$ cat config.mk
export PLATFORM = sky130hd
export DESIGN_NAME = math_multiplier_shift_add_flat
export DESIGN_NICKNAME = d
export VERILOG_FILES = /design/src/rtl/math_multiplier_shift_add_if.sv /design/src/rtl/math_multiplier_shift_add.sv /design/src/flat_wrapper.sv
export SDC_FILE = /design/constraint.sdc
export NUM_CORES = 1
export LEC_CHECK = 0
export ABC_AREA = 1
export BUFFER_PORTS_ARGS = -buffer_cell sky130_fd_sc_hd__buf_2
export CAP_MARGIN = 20
export CELL_PAD_IN_SITES_DETAIL_PLACEMENT = 1
export CELL_PAD_IN_SITES_GLOBAL_PLACEMENT = 1
export CORE_AREA = 2 2 114 227
export DETAILED_ROUTE_END_ITERATION = 10
export DIE_AREA = 0 0 116 229
export HOLD_SLACK_MARGIN = 0.12
export PLACE_DENSITY_LB_ADDON = 0.08
export SKIP_CTS_REPAIR_TIMING = 1
export SYNTH_ARGS = -nofsm -noshare
export SYNTH_HDL_FRONTEND = slang
export SYNTH_SLANG_ARGS = --single-unit
$ cat constraint.sdc
create_clock -name i_clk -period 5.6 [get_ports i_clk]
set_clock_uncertainty 0.1 [all_clocks]
set_input_delay 0.56 -clock i_clk [delete_from_list [all_inputs] [get_ports i_clk]]
set_output_delay 0.56 -clock i_clk [all_outputs]
set_load 0.02 [all_outputs]
$ cat src/rtl/math_multiplier_shift_add_if.sv
// math_multiplier_shift_add_if: start/busy/done/valid handshake and operand/result bus for the shift-add MAC
// master: drives i_start and the three W-bit operands; observes busy/done/valid/ovf and the 2W-bit product
// slave:  the multiplier itself, which samples the operands and drives the results
interface math_multiplier_shift_add_if #(parameter int DATA_WIDTH = 16);
    logic                    i_start;
    logic                    o_busy;
    logic                    o_done;
    logic                    o_valid;
    logic                    o_ovf;
    logic [DATA_WIDTH-1:0]   i_multiplicand;
    logic [DATA_WIDTH-1:0]   i_multiplier;
    logic [DATA_WIDTH-1:0]   i_addend;
    logic [2*DATA_WIDTH-1:0] o_product;
    modport master(
        output i_start, i_multiplicand, i_multiplier, i_addend,
        input  o_busy, o_done, o_valid, o_ovf, o_product
    );
    modport slave(
        input  i_start, i_multiplicand, i_multiplier, i_addend,
        output o_busy, o_done, o_valid, o_ovf, o_product
    );
endinterface

$ cat src/rtl/math_multiplier_shift_add.sv
// math_multiplier_shift_add: sequential multiply-accumulate, product = multiplicand * multiplier + addend, one multiplier bit per clock
// i_clk   : clock
// i_rst_b : asynchronous active-low reset, aborts any operation without a done pulse
// bus     : slave side of math_multiplier_shift_add_if (i_start, operands in; busy/done/valid/ovf/product out)
// MATH_MULT_SHIFT_ADD_EARLY_TERM_EN: when defined, finish as soon as no set multiplier bits remain
module math_multiplier_shift_add #(
    parameter int DATA_WIDTH = 16
) (
    input logic                        i_clk,
    input logic                        i_rst_b,
    math_multiplier_shift_add_if.slave bus
);
    localparam int W  = DATA_WIDTH;
    localparam int IW = (W > 1) ? $clog2(W) : 1;
    typedef enum logic {IDLE, RUN} state_t;
    state_t          state, state_nxt;
    logic [2*W-1:0]  r_mcand, r_prod, sum;
    logic [W-1:0]    r_mplier;
    logic [IW-1:0]   r_i;
    logic            last;
    // Never carries out of 2W bits: the largest result is 2^2W - 2^W.
    assign sum = r_prod + (r_mplier[0] ? r_mcand : '0);
`ifdef MATH_MULT_SHIFT_ADD_EARLY_TERM_EN
    assign last = (r_i == IW'(W - 1)) || ((r_mplier >> 1) == '0);
`else
    assign last = r_i == IW'(W - 1);
`endif
    assign bus.o_busy = state == RUN;
    always_comb begin
        state_nxt = bus.i_start ? RUN : (state == RUN && last) ? IDLE : state;
    end
    always_ff @(posedge i_clk or negedge i_rst_b) begin
        if (!i_rst_b) state <= IDLE;
        else          state <= state_nxt;
    end
    always_ff @(posedge i_clk or negedge i_rst_b) begin
        if (!i_rst_b) begin
            r_mcand       <= '0;
            r_mplier      <= '0;
            r_prod        <= '0;
            r_i           <= '0;
            bus.o_done    <= 1'b0;
            bus.o_valid   <= 1'b0;
            bus.o_ovf     <= 1'b0;
            bus.o_product <= '0;
        end else begin
            bus.o_done <= 1'b0;
            if (bus.i_start) begin
                // A start while busy simply reloads, silently dropping the old operation.
                r_mcand     <= {{W{1'b0}}, bus.i_multiplicand};
                r_mplier    <= bus.i_multiplier;
                r_prod      <= {{W{1'b0}}, bus.i_addend};
                r_i         <= '0;
                bus.o_valid <= 1'b0;
            end else if (state == RUN) begin
                r_prod   <= sum;
                r_mcand  <= r_mcand << 1;
                r_mplier <= r_mplier >> 1;
                r_i      <= r_i + IW'(1);
                if (last) begin
                    bus.o_product <= sum;
                    bus.o_ovf     <= |sum[2*W-1:W];
                    bus.o_done    <= 1'b1;
                    bus.o_valid   <= 1'b1;
                end
            end
        end
    end
endmodule

$ cat src/flat_wrapper.sv
// flat-port wrapper written by rule: the top's interface ports become plain ports
module math_multiplier_shift_add_flat 
#(
    parameter int DATA_WIDTH = 16
)
  (i_clk, i_rst_b, bus_i_start, bus_i_multiplicand, bus_i_multiplier, bus_i_addend, bus_o_busy, bus_o_done, bus_o_valid, bus_o_ovf, bus_o_product);
  math_multiplier_shift_add_if #(.DATA_WIDTH(DATA_WIDTH)) bus_i ();
  input logic i_clk;
  input logic i_rst_b;
  input wire logic [$bits(bus_i.i_start)-1:0] bus_i_start;
  input wire logic [$bits(bus_i.i_multiplicand)-1:0] bus_i_multiplicand;
  input wire logic [$bits(bus_i.i_multiplier)-1:0] bus_i_multiplier;
  input wire logic [$bits(bus_i.i_addend)-1:0] bus_i_addend;
  output wire logic [$bits(bus_i.o_busy)-1:0] bus_o_busy;
  output wire logic [$bits(bus_i.o_done)-1:0] bus_o_done;
  output wire logic [$bits(bus_i.o_valid)-1:0] bus_o_valid;
  output wire logic [$bits(bus_i.o_ovf)-1:0] bus_o_ovf;
  output wire logic [$bits(bus_i.o_product)-1:0] bus_o_product;
  assign bus_i.i_start = bus_i_start;
  assign bus_i.i_multiplicand = bus_i_multiplicand;
  assign bus_i.i_multiplier = bus_i_multiplier;
  assign bus_i.i_addend = bus_i_addend;
  assign bus_o_busy = bus_i.o_busy;
  assign bus_o_done = bus_i.o_done;
  assign bus_o_valid = bus_i.o_valid;
  assign bus_o_ovf = bus_i.o_ovf;
  assign bus_o_product = bus_i.o_product;
  math_multiplier_shift_add #(.DATA_WIDTH(DATA_WIDTH)) u_core (.i_clk(i_clk), .i_rst_b(i_rst_b), .bus(bus_i));
endmodule
Word-level counts from Yosys, hierarchy flattened
Cells that the tools add are included.
{"block": "word_totals", "regBits": 120, "input_bits": 51, "output_inout_bits": 36, "elab_cells": 37}
{"block": "classes", "addsub": 2, "eq_ne": 1, "mux": 17, "n_bitwise": 1, "n_reduce_logical": 7}
{"op": "$mux W32", "n": 5}
{"op": "$add A32 B32 Y32", "n": 1}
{"op": "$mux W16", "n": 2}
{"op": "$reduce_or A16 Y1", "n": 1}
{"op": "$mux W1", "n": 8}
{"op": "$mux W4", "n": 2}
{"op": "$reduce_bool A2 Y1", "n": 3}
{"op": "$add A4 B1 Y4 const B", "n": 1}
{"op": "$eq A4 B4 Y1 const B", "n": 1}
{"op": "$reduce_and A3 Y1", "n": 1}
{"op": "$reduce_and A2 Y1", "n": 1}
{"op": "$logic_and A1 B1 Y1", "n": 1}
{"op": "$not A1 Y1", "n": 1}

Logic depth before layout (Yosys ltp)
{"block": "logic_depth", "ltp_word": 4, "depth_mapped": 22, "mapped_depth_nobuf": 20}

Worst setup path before layout
Ideal clock, no wire load.
{"block": "synth_timing", "path_kind": "reg2reg", "start": "register u_core.r_mplier[0]", "end": "register u_core.bus.o_ovf", "setup_time_ns": 0.117, "t_arrival_ns": 2.208, "required_time_ns": 5.383, "path_slack_ns": 3.175, "path_stages_with_launch": 20, "n_path_buf": 2, "cell_sequence": "dfrtp_1 > clkbuf_1 > clkbuf_1 > nand2_1 > inv_1 > fa_1 > nand3_1 > nand3_2 > nand2_1 > nand2_2 > nand2_1 > nand2_1 > nand2_1 > nand2_1 > nor2_1 > nand2_1 > nor2_1 > nand2_1 > nor2_1 > nor2_1"}
{"block": "synth_between", "elab_chain_len": 3}
{"element": "start: declaration", "line_no": "math_multiplier_shift_add.sv:18", "source": "logic [W-1:0] r_mplier;"}
{"element": "start signal: assignment", "line_no": "math_multiplier_shift_add.sv:51", "source": "r_mplier <= bus.i_multiplier;"}
{"element": "start signal: assignment", "line_no": "math_multiplier_shift_add.sv:58", "source": "r_mplier <= r_mplier >> 1;"}
{"element": "$mux W32", "line_no": "math_multiplier_shift_add.sv:22", "source": "assign sum = r_prod + (r_mplier[0] ? r_mcand : '0);"}
{"element": "$add A32 B32 Y32", "line_no": "math_multiplier_shift_add.sv:22"}
{"element": "$reduce_or A16 Y1", "line_no": "math_multiplier_shift_add.sv:62", "source": "bus.o_ovf <= |sum[2*W-1:W];"}
{"element": "end signal: assignment", "line_no": "math_multiplier_shift_add.sv:62"}
{"element": "end: declaration", "line_no": "math_multiplier_shift_add_if.sv:20", "source": "output o_busy, o_done, o_valid, o_ovf, o_product"}
Every way passes these cells.
A chain may end at the register's enable or synchronous reset.

Worst setup path in the final report
Ends and elaborated chain as after synthesis.

==> metrics.md <==
| Metric | Value |
|---|---|
| TNS Setup | 0 ns |
| Die Span X | 116 um |
| CP max FO | 21 |
| Startpoint types | flop |
| Critical-path cell list | buf_4 -> nand2_1 -> inv_1 -> ha_1 -> nand2_1 -> nor2_1 -> nand2_1 -> nor2_1 -> nand2_1 -> nand3_1 -> nand2_1 -> nand2_1 -> nand2_1 -> nor2_1 -> nand2_1 -> nor2_1 -> nor2_1 |
| All-Layer GR Usage | 20.5% |
| Synth Warn # | 0 |
| FFs w/ async S/R, synth | 100% |
| Layout cells sized above 1 | approximately 11% |
| Syn Area/Cell | between 6 and 7 sq um |
| CP Capture Point | u_core.bus.o_ovf |
| Critical path origin | u_core.r_mplier[0] |
| Library cells used by synthesis | 28 |
| RePlAce Congestion | 0.847 |
| CP max-delay cell | dfrtp_1 |
| CP arrival | 3.32 ns |
| Crit end category | flop |
| Reg2reg setup slack | around 2.5 ns |
| First-pass GRT wire length | 41000 um |
| NumNets Final | 1228 |
| Area grow syn2layout | 18.4% |
| H-tree level count | 4 |
| Top cells by area, synth | dfrtp_1, nand2_1, inv_1 |
| MaxCap Viol Count | 0 |
| Main synth FF type | dfrtp_1 |
| Hold path start | bus_i_multiplicand[0] |
| Total gr overflow | 0 |
| Die Span Y | ~230 um |
| Synth Register Bits | 120 |
| Placement Setup Slack | between 2 and 2.5 ns |
| Routed vias | 6865 |
| Remaining DRCs | 0 |
| Largest stage delay on the critical path | 0.52 ns |
| Ant diodes | 0 |
| Worst rel slew slack | 34.3% |
| Status | completed |
| Leak | 4.90 nW |
| Final setup viols | 0 |
| Peak VDD IR | 0.188 mV |
| Via density | roughly 4.6 |
| Final worst-path cycle share | 55.2% |
| CTS tree | built |
| DRT iter0 DRCs | 201 |
| Initial Util | about 30% |
| Syn nets | 1146 |
| CTS Buffer Depth | 2 |
| CP Data Required Time | 5.83 ns |
| Post-route ant nets | 0 |
| RR Startpoint | u_core.r_mplier[0] |
| Fmax | 0.324 GHz |
| Cell mode on critical path | nand2_1 |
| Crit path kind | flop to flop |
| Post-DP HPWL | 19500 um |
| EDFF count, synth | 0 |
| Cell count after synthesis | 1062 |
| Clock Latency Late Sink | 0.44 ns |
| Pwr dens | 282 nW/um^2 |
| Synth top area share | just over 40% |
| Area leader, netlist | dfrtp_1 |
| R2r endpoint | u_core.bus.o_ovf |
| Core ar. | 24800 sq um |
| # port buffers | 86 |
| Worst Max-Slew Pin Slew | ~0.98 ns |
| Minimum clock period | 3.09 ns |
| Final Slew Violations | 0 |
| Hold crit path type | input port to flop |
| Largest net degree at the start of global routing | 62 |
| IO Count | 87 |
| Register area share after synthesis | about 40% |
| Final WS setup | 2.51 ns |
| Sequential cell area | 3000 sq um |
| Area of the multi-input gates | 3510 sq um |
| Vias in the first global route | 7538 |
| Reg2Reg Depth | 17 |
| Final WL | 25400 um |
| Mapped Area | ~7300 sq um |
| Wire length per cell | roughly 17 um |
| Initial antenna violation count | 0 |
| Root Buffer | clkbuf_16 |
| Die ar. | 26600 sq um |
| Clk sink count | 120 |
| Final Hold Viols | 0 |
| CTS clk-pin slew, worst paths | 0.06 ns |
| RSZ-0062 raised after global routing | no |
| Fill count | roughly 3200 |
| CTS buffer count | 17 |
| Detailed Routing Iterations Pass 1 | 4 |
| Rows | between 80 and 90 |
[state kept, by name, summed over array words and instances, names as in the netlist]
| register | count |
|---|---|
| u_core.bus.o_done | 1 |
| u_core.r_prod | 32 |
| u_core.bus.o_ovf | 1 |
| u_core.bus.o_busy | 1 |
| u_core.r_mplier | 16 |
| u_core.bus.o_product | 32 |
| u_core.r_i | 4 |
| u_core.r_mcand | 32 |
| u_core.bus.o_valid | 1 |
[cells by family (layout without fill, tap and decap cells)]
logic type,count (synthesis),in the layout,share of synthesized area (%)
buffers and inverters,219,314,11.2
and+or+nand+nor,538,538,29.0
AOI/OAI and AO/OA,137,137,11.3
DFF,120,120,41.0
adders and majority gates,33,33,5.74
xor gates and xnor gates,15,15,1.79
[worst min path at each step]
stage,endpoint,slack [ns],depth (start not counted)
final,u_core.r_mcand[0],0.24,3
after global routing,u_core.r_mcand[0],0.24,3
after CTS,u_core.r_mcand[3],-0.01,1
after detailed placement,u_core.bus.o_product[2],0.36,2
after global placement,u_core.bus.o_product[2],0.35,2
after floorplan,u_core.bus.o_busy,0.16,0
[power by group]
part	switching (W)	internal (W)
registers	0.0000437	0.000928
logic	0.000293	0.000150
clock network	0.000436	0.000599
total	0.000773	0.00168
[layout make-up]
type                       instances  share of cell area, %
multi-input combinational        723                   40.4
inverter                         188                   8.13
clock inverter                    10                  0.822
sequential                       120                   34.6
clock buffer                      22                   5.46
timing repair buffer              94                   5.71
tap                              336                   4.84
[synth_stat cells (2+ instances only)]
cell type and instances:
a21oi_1 20, a22oi_1 22, buf_1 4, clkbuf_1 26, dfrtp_1 120, ha_1 32
inv_1 185, inv_2 2, nand2_1 435, nand2_2 2, nand3_1 28, nand3_2 2
nand3b_1 6, nand4_1 9, nor2_1 51, nor2_2 2, nor3_1 3, o211ai_1 21
o21ai_0 56, o221ai_1 2, o22ai_1 14, xnor2_1 13, xor2_1 2
[per-layer routing]
metal  track usage (%)  vias to the layer above  wire length [um]
met5                 0                        -                 0
met4              7.63                        0               724
met3              3.12                       32               579
met2              34.4                       97             12600
met1              26.4                     3281             11500
li1                  -                     3455                 -
[through the flow]
| step | total power (W) | util, % | area [sq um] | cells | hold slack (ns) |
|---|---|---|---|---|---|
| 6_report | 0.00245 | 35.0 | 8680 | 1493 | 0.236 |
| 5_1_grt | 0.00258 | 35.0 | 8680 | 1493 | 0.238 |
| 4_1_cts | 0.00249 | 34.9 | 8670 | 1492 | -0.00973 |
| 3_5_place_dp | 0.00144 | 32.7 | 8120 | 1460 | 0.361 |
| 3_3_place_gp | 0.00143 | 32.7 | 8120 | 1460 | 0.353 |
| 2_1_floorplan | 0.00127 | - | 7330 | 1062 | 0.164 |
[critical path, delay by kind of cell (launching register included)]
kind / cells / cell delay [ns]
and+or+nand+nor: 14 / 1.61
DFF: 1 / 0.52
adders and majority gates: 1 / 0.37
buffers and inverters: 2 / 0.34
[cell usage in the layout (no fill, tap or decap), drive strengths merged]
| cell type | n |
|---|---|
| a21oi | 20 |
| a22o | 1 |
| a22oi | 22 |
| buf | 93 |
| clkbuf | 22 |
| clkinv | 6 |
| clkinvlp | 4 |
| dfrtp | 120 |
| dlygate4sd3 | 1 |
| fa | 1 |
| ha | 32 |
| inv | 188 |
| nand2 | 437 |
| nand3 | 30 |
| nand3b | 6 |
| nand4 | 9 |
| nor2 | 53 |
| nor3 | 3 |
| o211ai | 21 |
| o21ai | 56 |
| o21bai | 1 |
| o221ai | 2 |
| o22ai | 14 |
| xnor2 | 13 |
| xor2 | 2 |
No activity file was read; power rests on OpenSTA's default activity.
